## config.mk

```make
export PLATFORM = sky130hd
export DESIGN_NAME = moore_rr_arbiter
export DESIGN_NICKNAME = d
export VERILOG_FILES = /design/src/rtl/arb_pkg.sv /design/src/rtl/arb_hold_cnt.sv /design/src/rtl/moore_rr_arbiter.sv
export SDC_FILE = /design/constraint.sdc
export NUM_CORES = 1
export LEC_CHECK = 0
export BUFFER_PORTS_ARGS = -buffer_cell sky130_fd_sc_hd__buf_2
export CAP_MARGIN = 20
export CORE_AREA = 2 2 39 41
export CTS_BUF_LIST = sky130_fd_sc_hd__clkbuf_2 sky130_fd_sc_hd__clkbuf_4 sky130_fd_sc_hd__clkbuf_8
export CTS_CLUSTER_SIZE = 8
export DETAILED_ROUTE_END_ITERATION = 7
export DIE_AREA = 0 0 41 43
export PLACE_DENSITY = 0.67
export SLEW_MARGIN = 0
export SYNTH_ARGS = -nofsm -noshare
export SYNTH_HDL_FRONTEND = slang
export SYNTH_HIERARCHICAL = 1
export SYNTH_SLANG_ARGS = --single-unit
```

## constraint.sdc

```tcl
create_clock -name clk -period 2.1 [get_ports clk]
set_input_delay 0.42 -clock clk [delete_from_list [all_inputs] [get_ports clk]]
set_output_delay 0.42 -clock clk [all_outputs]
set_load 0.1 [all_outputs]
```

## src/rtl/arb_pkg.sv

```systemverilog
// Shared definitions for the two-requester round-robin arbiter.
// The optional statistics counters are enabled with the ARB_STATS_EN macro.
package arb_pkg;

    // Arbiter state encoding
    typedef enum logic [1:0] {
        IDLE = 2'd0,
        G0   = 2'd1,
        G1   = 2'd2
    } arb_state_e;

    // Preemption bound used when the top is instantiated without overrides
    localparam int unsigned MAX_HOLD_DEFAULT = 4;

    // Width of the optional per-requester grant-entry counters
    localparam int unsigned CNT_W = 16;

    // One-hot grant vector implied by a state; the unused encoding grants nobody
    function automatic logic [1:0] gnt_of(arb_state_e s);
        logic [1:0] g;
        g = 2'b00;
        if (s == G0) g = 2'b01;
        if (s == G1) g = 2'b10;
        return g;
    endfunction

endpackage

```

## src/rtl/arb_hold_cnt.sv

```systemverilog
// Hold counter: counts consecutive contended cycles in the current grant
// and flags when the holder has used its last allowed contended cycle.
module arb_hold_cnt #(
    parameter int unsigned MAX_HOLD = 4
) (
    input  logic clk,
    input  logic rst,
    input  logic clr,
    input  logic en,
    output logic tc
);

    logic [3:0] cnt;

    // Clear has priority so every state change starts a fresh hold window
    always_ff @(posedge clk) begin
        if (rst || clr) begin
            cnt <= 4'd0;
        end else if (en) begin
            cnt <= cnt + 4'd1;
        end
    end

    // Terminal count: this contended cycle is the holder's last one
    always_comb begin
        tc = (cnt == 4'(MAX_HOLD - 1));
    end

endmodule

```

## src/rtl/moore_rr_arbiter.sv

```systemverilog
// Two-requester Moore round-robin arbiter with bounded hold.
// Grant and mux select decode from the state register only; the data mux
// itself is combinational on the source data.
// Optional macro ARB_STATS_EN adds stats_clr, cnt0 and cnt1.
module moore_rr_arbiter
    import arb_pkg::*;
#(
    parameter int unsigned DW       = 3,
    parameter int unsigned MAX_HOLD = MAX_HOLD_DEFAULT
) (
    input  logic             clk,
    input  logic             rst,
    input  logic [1:0]       req,
    input  logic [DW-1:0]    data0,
    input  logic [DW-1:0]    data1,
`ifdef ARB_STATS_EN
    input  logic             stats_clr,
    output logic [CNT_W-1:0] cnt0,
    output logic [CNT_W-1:0] cnt1,
`endif
    output logic [1:0]       gnt,
    output logic [DW-1:0]    y,
    output logic             valid
);

    arb_state_e state, state_d;
    logic       last, last_d;   // requester served most recently
    logic       hold_en;
    logic       hold_clr;
    logic       hold_tc;

    arb_hold_cnt #(
        .MAX_HOLD (MAX_HOLD)
    ) u_hold_cnt (
        .clk (clk),
        .rst (rst),
        .clr (hold_clr),
        .en  (hold_en),
        .tc  (hold_tc)
    );

    // State and last-served pointer registers; last=1 so requester 0 wins first
    always_ff @(posedge clk) begin
        if (rst) begin
            state <= IDLE;
            last  <= 1'b1;
        end else begin
            state <= state_d;
            last  <= last_d;
        end
    end

    // Next-state, pointer update and hold-counter control
    always_comb begin
        state_d = state;
        last_d  = last;
        hold_en = 1'b0;

        unique case (state)
            IDLE: begin
                unique case (req)
                    2'b01:   state_d = G0;
                    2'b10:   state_d = G1;
                    2'b11:   state_d = last ? G0 : G1;
                    default: state_d = IDLE;
                endcase
            end
            G0: begin
                if (!req[0]) begin
                    state_d = req[1] ? G1 : IDLE;
                end else if (req[1]) begin
                    if (hold_tc) state_d = G1;
                    else         hold_en = 1'b1;
                end
            end
            G1: begin
                if (!req[1]) begin
                    state_d = req[0] ? G0 : IDLE;
                end else if (req[0]) begin
                    if (hold_tc) state_d = G0;
                    else         hold_en = 1'b1;
                end
            end
            default: state_d = IDLE;
        endcase

        if (state_d == G0 && state != G0) last_d = 1'b0;
        if (state_d == G1 && state != G1) last_d = 1'b1;

        // Any state change restarts the hold window
        hold_clr = (state_d != state);
    end

    // Moore output decode plus data forwarding from the granted source
    always_comb begin
        gnt   = gnt_of(state);
        valid = |gnt;
        y     = '0;
        if (gnt[0]) y = data0;
        if (gnt[1]) y = data1;
    end

`ifdef ARB_STATS_EN
    logic enter0, enter1;

    always_comb begin
        enter0 = (state_d == G0) && (state != G0);
        enter1 = (state_d == G1) && (state != G1);
    end

    // Saturating grant-entry counters; clear beats increment
    always_ff @(posedge clk) begin
        if (rst || stats_clr) begin
            cnt0 <= '0;
            cnt1 <= '0;
        end else begin
            if (enter0 && cnt0 != '1) cnt0 <= cnt0 + 1'b1;
            if (enter1 && cnt1 != '1) cnt1 <= cnt1 + 1'b1;
        end
    end
`endif

endmodule

```

==> reports/metrics.yaml, run 1 <==
die_height_um: 43
maxSlewHeadroom_pct: 67.7
power.total_mw: 0.678
netlist_instances: 63
die_area_um2: 1760
rr_startpoint: "u_hold_cnt/cnt[0]"
synth_common_cells: "dfxtp_1 (7), nand2_1 (6), ha_1 (5), inv_1 (5)"
ant_nets: 0
dp.cells: 100
place.gp.congestion: 0.812
seq_area_frac_synth_pct: 26.4
fillCellCount: 120
hp-start: "rst"
track_usage_pct: 14.1
arrival_ns: 2.10
rr_worst_depth: 9
synth-xor-area-share_pct: 4.94
worst_slew_pin_slew_ns: 0.488
drv_cap: 0
setup_viol: 0
finalCritPeriodShare_pct: 94.1
yosysTopAreaCell: "dfxtp_1"
place_area_um2: 771
ir_drop_mv: 0.559
cpMaxStageDelayCell: "dfxtp_2"
area.growth.synth_to_final_pct: 58.6
crit_buf_inv: 0
synth_ff_type: "dfxtp_1"
vias_per_cell: 4.90
synth_mux_area_share_pct: 4.00
grt_pass1_vias: 456
drc: 0
globalRouteOverflowTotal: 0
synth_compound_area_share_pct: 23.5
clockBufferDepth: 2
synthArstFlopShare_pct: 0
timing.rr.end: "u_hold_cnt/cnt[3]"
status: "completed"
numCtsBuffers: 3
synth-simple-area-share_pct: 25.2
path_class: "flip-flop to flip-flop"
vias: 514
skew_ns: 0.000146
routedWlPerCell_um: 11.1
drt-total-wl_mm: 1.17
cp-end-kind: "flip-flop"
synth_edf_count: 0
yosysTopAreaCellShare_pct: 26.4
finalInstanceArea_um2: 843
grt_pass1_wl_mm: 1.73
synth_top_family_by_area: "simple AND/OR/NAND/NOR gates"
fin_crit_ns: 1.98
layoutNonFillerInstCount: 105
firstDrtPassIters: 4
hpwl_um: 926
cts.clk_slew.worst_paths_ns: 0.05
crit_family: "simple AND/OR/NAND/NOR gates"
ys_ff_latch: 7
hold_viol: 0
syn_nets: 78
synth.avg_cell_area_um2: 8.44
cellPowerDensity_nw_per_um2: 804
syn_area_um2: 532
rsz0062_at_grt: "false"
drive_gt1_share_pct: 53.9
whs_ns: 0.398
clkLatencyLatePin_ns: 0.24
grt_max_degree: 11
hold_depth: 2
diodes: 0
yosys.area_share.adder_pct: 11.8
yosysUniqueCellTypes: 30
hold_buffers: 0
initial_core_util_pct: 38.4
ff2ff_setup_slack_ns: 0.12
num_io_pins: 16
fin_util_pct: 60.9
startpoint_type: "flip-flop"
crit_required_ns: 2.22
cts_sinks: 7
fmax_ghz: 0.506
hold_class: "primary input to flip-flop"
min_to: "state[1]"
dr.first_iter.drc_count: 8
core-area_um2: 1380
yosysMostFrequentCell: "dfxtp_1"
layout.nets: 105
htree_num_levels: 1
io_buffers: 15
cts_root_buf: "clkbuf_4"
slew_violations: 0
cp_cell_sequence: "ha_4 -> nor3b_4 -> nand4b_1 -> o211ai_1 -> o31a_1 -> xnor2_1 -> nand2_1 -> nor3b_1 -> mux2_1"
row_count: 14
crit_path_max_fanout: 4
cp_slowest_stage_delay_ns: 0.34
ys_top_cells_by_area: "dfxtp_1 (26%), ha_1 (12%), a22o_1 (4.9%)"
leakagePower_nw: 0.354
antenna_found_initial: 0
cts_tree: "built"
yosysWarnings: 6
die_w_um: 41
==> area by class of cell <==
cell class | count | area (um2) | share of cell area, %
Clock buffer | 4 | 30.0 | 3.56
Timing Repair Buffer | 23 | 180 | 21.4
Tap cell | 16 | 20.0 | 2.37
Sequential cell | 7 | 146 | 17.4
Inverter | 5 | 18.8 | 2.23
Multi-Input combinational cell | 50 | 448 | 53.1
==> worst max path at each step <==
stage,start,end,cells after the start
2_1_floorplan,state[0],u_hold_cnt/cnt[2],9
3_3_place_gp,u_hold_cnt/cnt[1],u_hold_cnt/cnt[2],9
3_5_place_dp,u_hold_cnt/cnt[1],u_hold_cnt/cnt[2],9
4_1_cts,u_hold_cnt/cnt[1],u_hold_cnt/cnt[2],9
5_1_grt,u_hold_cnt/cnt[0],u_hold_cnt/cnt[3],9
6_report,u_hold_cnt/cnt[0],u_hold_cnt/cnt[3],9
==> flip-flops by register name, summed over array words and instances (netlist names) <==
| register | cells |
|---|---|
| last | 1 |
| u_hold_cnt/cnt | 4 |
| state | 2 |
==> what timing repair did <==
item	in CTS	in global routing
resized for setup	2	7
buffers inserted	0	1
pin swaps	2	5
endpoints found under the setup margin	4	4
==> worst register-to-register path: stages (launching register included) <==
cell,delay [ns]
dfxtp_2,0.34
ha_4,0.13
nor3b_4,0.21
nand4b_1,0.14
o211ai_1,0.12
o31a_1,0.34
xnor2_1,0.13
nand2_1,0.10
nor3b_1,0.06
mux2_1,0.29
==> metrics by stage <==
stage / TNS (ns) / setup WS [ns]
global route: 0 / 0.000856
finish: 0 / 0.124
detailed placement: -0.438 / -0.159
global placement: -0.358 / -0.129
CTS: 0 / 0.0263
floorplan: 0 / 0.00823
==> report_power, final <==
part	total, mW	internal [mW]	leakage [nW]	switching [mW]
registers	0.159	0.145	0.0587	0.0139
logic	0.394	0.147	0.277	0.247
clock network	0.125	0.0848	0.0184	0.0400
==> per-layer routing <==
layer	track usage [%]	vias to the layer above	wire (um)
li1	-	280	-
met1	18.9	216	565
met2	20.9	16	512
met3	3.14	2	79
met4	6.00	0	8
met5	0	-	0
==> placed cells by master, fill, tap and decap left out, types with 2 or more instances in the layout <==
| master | instances |
|---|---|
| buf_2 | 12 |
| buf_4 | 8 |
| nand2_1 | 6 |
| a22o_2 | 4 |
| ha_4 | 4 |
| clkbuf_4 | 4 |
| dfxtp_1 | 4 |
| nor2_1 | 3 |
| a21oi_1 | 3 |
| inv_1 | 3 |
| xnor2_1 | 3 |
| buf_12 | 3 |
| inv_2 | 2 |
| nor2b_1 | 2 |
| nand2b_1 | 2 |
| dfxtp_2 | 2 |
==> kinds of logic (layout without fill, tap and decap cells) <==
| group | Yosys count | count (layout) |
|---|---|---|
| XOR/XNOR | 3 | 3 |
| flip-flops | 7 | 7 |
| adder cells (fa/ha/maj) | 5 | 5 |
| AO/OA/AOI/OAI | 15 | 15 |
| buffers and inverters | 6 | 32 |
| multiplexers | 2 | 2 |
| AND/OR/NAND/NOR | 25 | 25 |
Note: power is estimated with default switching activity, not from simulation.
==> inputs of run 2 (changes only) <==
ABC_AREA = 1   (was unset)
PLACE_DENSITY = 0.68   (was 0.67)
==> reports/metrics.yaml, run 2 <==
status: "completed"
cp-end-kind: "output port"
path_class: "flip-flop to output port"
fin_crit_ns: 1.98
yosysWarnings: 6
top_register: "u_hold_cnt/cnt"
firstDrtPassIters: 4
crit_path_max_fanout: 5
fin_util_pct: 54.2
drive_gt1_share_pct: 34.6
hp-start: "rst"
hpwl_mm: 1.01
clkPwrFrac_pct: 21.2
yosysMostFrequentCell: "nand2_1"
layoutNonFillerInstCount: 123
numCtsBuffers: 3
initial_core_util_pct: 39.7
maxSlewHeadroom_pct: 68.0
synth_ff_type: "dfxtp_1"
fmax_ghz: 0.506
finalCritPeriodShare_pct: 94.1
setup_viol: 0
grt_pass1_vias: 520
syn_area_um2: 549
drt-total-wl_mm: 1.20
cts.clk_slew.worst_paths_ns: 0.05
netlist_instances: 87
core-area_um2: 1380
final_common_cell: "nand2_1"
rr_worst_depth: 12
yosysTopAreaCellShare_pct: 25.5
rr_startpoint: "u_hold_cnt/cnt[0]"
timing.rr.end: "u_hold_cnt/cnt[1]"
seq_area_frac_synth_pct: 25.5
ys_top_cells_by_area: "dfxtp_1 (26%), nand2_1 (17%), ha_1 (11%)"
p_sw_mw: 0.290
ys_ff_latch: 7
row_count: 14
vias: 578
grt_pass1_wl_mm: 2.00
ir_drop_mv: 0.509
yosysUniqueCellTypes: 15
tns_ns: 0
die_area_um2: 1760
ff2ff_setup_slack_ns: 0.24
area.growth.synth_to_final_pct: 36.7
slew_violations: 0
p_int_mw: 0.325
synthArstFlopShare_pct: 0
startpoint_type: "flip-flop"
clockBufferDepth: 2
dp.cells: 119
skew_ns: 0.00422
reg_top3: "u_hold_cnt/cnt (4), state (2), last (1)"
synth_edf_count: 0
drc: 0
cts_root_buf: "clkbuf_4"
syn_nets: 102
io_buffers: 15
vias_per_cell: 4.70
track_usage_pct: 16.3
synth_common_cells: "nand2_1 (25), nor2_1 (12), nand3_1 (11), inv_1 (8), dfxtp_1 (7)"
power_frac_comb_pct: 53.9
leakagePower_nw: 0.371
routedWlPerCell_um: 9.72
yosysTopAreaCell: "dfxtp_1"
diodes: 0
htree_num_levels: 1
dr.first_iter.drc_count: 8
swShare_pct: 47.1
seqPwrFrac_pct: 24.9
ant_nets: 0
cts_tree: "built"
clkLatencyLatePin_ns: 0.25
globalRouteOverflowTotal: 0
cellPowerDensity_nw_per_um2: 819
hold_class: "primary input to flip-flop"
grt_max_degree: 8
die_w_um: 41
crit_required_ns: 1.68
arrival_ns: 1.56
drv_cap: 0
largest_reg_flops: 4
min_to: "state[1]"
cts_sinks: 7
worst_slew_pin_slew_ns: 0.484
hold_depth: 2
hold_buffers: 0
antenna_found_initial: 0
place.gp.congestion: 0.767
postCtsSetupBuffers: 0
final_cell_mix: "nand2_1 (23), nor2_1 (12), buf_2 (12), nand3_1 (11), inv_1 (8)"
synth.avg_cell_area_um2: 6.31
layout.nets: 123
hold_viol: 0
num_io_pins: 16
die_height_um: 43
## run 2: changes by cell type in the layout (fill, tap and decap cells not counted), moves of 3 or more
cell     before  now
nand2_1       6   23
nand3_1       1   11
nor2_1        3   12
buf_4         8    1
inv_1         3    8
nand2_2       0    5
a22o_2        4    0
ha_4          4    0
dfxtp_1       4    7
ha_2          0    3
xnor2_1       3    0
## run 2: worst max-delay path, stage by stage (launching register included)
cell     delay [ns]
dfxtp_1        0.41
inv_1          0.14
ha_2           0.35
buf_2          0.42
## run 2: metal layers
| metal | GRT usage (%) | share of wire (%) | vias up | wire (um) |
|---|---|---|---|---|
| li1 | - | - | 320 | - |
| met1 | 22.5 | 50 | 247 | 597 |
| met2 | 23.4 | 45 | 9 | 534 |
| met3 | 4.71 | 4.2 | 2 | 50 |
| met4 | 6.00 | 1.1 | 0 | 13 |
| met5 | 0 | 0 | - | 0 |
## run 2: area by class of cell
class                           count  area [um2]
Fill cell                         131         633
Multi-Input combinational cell     70         395
Sequential cell                     7         140
Timing Repair Buffer               16         128
Inverter                           10        37.5
Clock buffer                        4        30.0
Tap cell                           16        20.0
## run 2: per-stage QoR
stage / hold slack, ns / setup slack (ns) / area, um2 / power, mW
4_1_cts: 0.375 / 0.0447 / 739 / 0.621
3_3_place_gp: 0.491 / 0.120 / 709 / 0.486
3_5_place_dp: 0.499 / 0.0686 / 709 / 0.488
2_1_floorplan: 0.478 / -0.125 / 562 / 0.412
6_report: 0.379 / 0.124 / 751 / 0.615
5_1_grt: 0.396 / -0.00356 / 751 / 0.650
## run 2: kinds of logic after synthesis
logic type      synth area share, %
compound gates                 5.69
fa+ha+maj                      11.4
buf+inv                        6.83
flops                          25.5
simple gates                   50.6
## run 2: worst max-delay path by stage
stage | start | to | slack [ns] | depth (start not counted)
final | state[0] | valid | 0.12 | 3
after global routing | u_hold_cnt/cnt[0] | u_hold_cnt/cnt[1] | -0.004 | 12
after CTS | u_hold_cnt/cnt[0] | u_hold_cnt/cnt[1] | 0.04 | 12
after detailed placement | u_hold_cnt/cnt[0] | u_hold_cnt/cnt[1] | 0.07 | 12
after global placement | u_hold_cnt/cnt[0] | u_hold_cnt/cnt[1] | 0.12 | 12
after floorplan | state[1] | y[0] | -0.13 | 4
## run 2: what timing repair did
action	CTS	global route
gates resized for setup	0	2
setup endpoints to repair	0	4
endpoints found under the hold margin	0	0
## run 2: power groups by stage
stage | clock (mW) | combinational (mW) | sequential [mW]
detailed placement | 0 | 0.333 | 0.155
finish | 0.130 | 0.332 | 0.153
floorplan | 0 | 0.260 | 0.153
global placement | 0 | 0.330 | 0.156
global route | 0.139 | 0.357 | 0.154
CTS | 0.135 | 0.334 | 0.153
==> inputs of run 3 (changes only) <==
PLACE_DENSITY = 0.73   (was 0.68)
SYNTH_HIERARCHICAL = unset   (was 1)
==> reports/metrics.yaml, run 3 <==
hold_class: "primary input to flip-flop"
finalCritPeriodShare_pct: 94.8
area.growth.synth_to_final_pct: 30.6
die_area_um2: 1760
fin_util_pct: 57.1
firstDrtPassIters: 4
ir_drop_mv: 0.412
num_io_pins: 16
grt_pass1_vias: 553
antenna_found_initial: 0
leakagePower_nw: 0.364
seq_area_frac_synth_pct: 23.2
core-area_um2: 1380
row_count: 14
synth_edf_count: 0
layout.nets: 124
grt_max_degree: 8
syn_nets: 104
arrival_ns: 1.57
cts.repair.resized: 0
synth-xor-area-share_pct: 4.35
drv_cap: 0
yosysUniqueCellTypes: 18
synth.avg_cell_area_um2: 6.79
multi_input_area_um2: 438
path_class: "flip-flop to output port"
status: "completed"
vias_per_cell: 4.90
fin_crit_ns: 1.99
yosysTopAreaCell: "dfxtp_1"
cts_sinks: 7
skew_ns: 0.00112
maxSlewHeadroom_pct: 67.8
ff_latch_area_um2: 140
grt_pass1_wl_mm: 2.23
final_cell_mix: "nand2_1 (19), buf_2 (12), nand3_1 (11), nor2_1 (11)"
numCtsBuffers: 3
dr.first_iter.drc_count: 12
crit_required_ns: 1.68
globalRouteOverflowTotal: 0
drive_gt1_share_pct: 40.7
hold_buffers: 0
die_height_um: 43
clockBufferDepth: 2
postCtsSetupBuffers: 0
fmax_ghz: 0.502
routedWlPerCell_um: 10.5
hpwl_mm: 1.07
synth_ff_type: "dfxtp_1"
crit_path_max_fanout: 6
ys_ff_latch: 7
cts_tree: "built"
drc: 0
top_register: "u_hold_cnt.cnt"
clkLatencyLatePin_ns: 0.25
cp-end-kind: "output port"
hold_viol: 0
reg_top3: "u_hold_cnt.cnt (4), state (2), last (1)"
synthArstFlopShare_pct: 0
initial_core_util_pct: 43.7
netlist_instances: 89
place.gp.congestion: 0.800
rsz0062_at_grt: "false"
startpoint_type: "flip-flop"
synth_common_cells: "nand2_1 (22), nand3_1 (11), nor2_1 (11), inv_1 (9), dfxtp_1 (7)"
tns_ns: 0
synth-simple-area-share_pct: 51.6
drt-total-wl_mm: 1.30
setup_viol: 0
yosys.area_share.adder_pct: 10.4
diodes: 0
synth_compound_area_share_pct: 3.73
yosysMostFrequentCell: "nand2_1"
vias: 607
synth_mux_area_share_pct: 0
final_common_cell: "nand2_1"
largest_reg_flops: 4
synth_top_family_by_area: "simple AND/OR/NAND/NOR gates"
slew_violations: 0
io_buffers: 15
yosysTopAreaCellShare_pct: 23.2
yosysWarnings: 0
ys_top_cells_by_area: "dfxtp_1 (23%), nand2_1 (14%), ha_1 (10%)"
ant_nets: 0
syn_area_um2: 604
worst_slew_pin_slew_ns: 0.486
track_usage_pct: 18.0
die_w_um: 41
cellPowerDensity_nw_per_um2: 798
htree_num_levels: 1
fillCellCount: 136
cts.clk_slew.worst_paths_ns: 0.05
cts_root_buf: "clkbuf_4"
## run 3: kinds of logic after synthesis
| group | after synthesis |
|---|---|
| AO/OA/AOI/OAI | 3 |
| XOR/XNOR | 3 |
| adder cells (fa/ha/maj) | 5 |
| buffers and inverters | 11 |
| flip-flops | 7 |
| AND/OR/NAND/NOR | 60 |
## run 3: worst paths after layout
check / from / to / slack [ns] / cells past startpoint
hold / removal: rst / state[1] / 0.36 / 2
setup / recovery: state[1] / valid / 0.11 / 3
hold reg to reg: last / last / 0.46 / 2
setup reg to reg: state[1] / u_hold_cnt.cnt[3] / 0.39 / 8
## run 3: worst max-delay path: stages, from the launching register on
cell     delay, ns
dfxtp_1       0.43
inv_1         0.13
ha_2          0.35
buf_2         0.42
## run 3: metrics by stage
stage               power, mW  hold WS (ns)  setup slack [ns]  cell area, um2  cells
detailed placement      0.500         0.455             0.382             759    120
floorplan               0.423         0.433            0.0791             619     89
global placement        0.496         0.461             0.424             759    120
finish                  0.630         0.361             0.109             790    124
global route            0.669         0.360            0.0317             790    124
CTS                     0.637         0.357             0.106             790    124
## run 3: final cells by class
cell class | instances | area share (%)
Clock buffer | 4 | 3.80
Inverter | 11 | 5.23
Multi-Input combinational cell | 71 | 55.5
Sequential cell | 7 | 17.7
Tap cell | 16 | 2.54
Timing Repair Buffer | 15 | 15.2
## run 3: where the power goes
group / switching (mW) / leakage, nW / internal (mW) / total, mW
sequential: 0.00994 / 0.0570 / 0.143 / 0.153
combinational: 0.250 / 0.288 / 0.0936 / 0.344
clock: 0.0488 / 0.0184 / 0.0853 / 0.134
## run 3: routing by layer
layer / vias to the layer above / track usage (%) / wire, um
li1: 322 / - / -
met1: 274 / 24.7 / 645
met2: 11 / 27.5 / 599
met5: - / 0 / 0
met3: 0 / 3.14 / 54
met4: 0 / 6.00 / 0
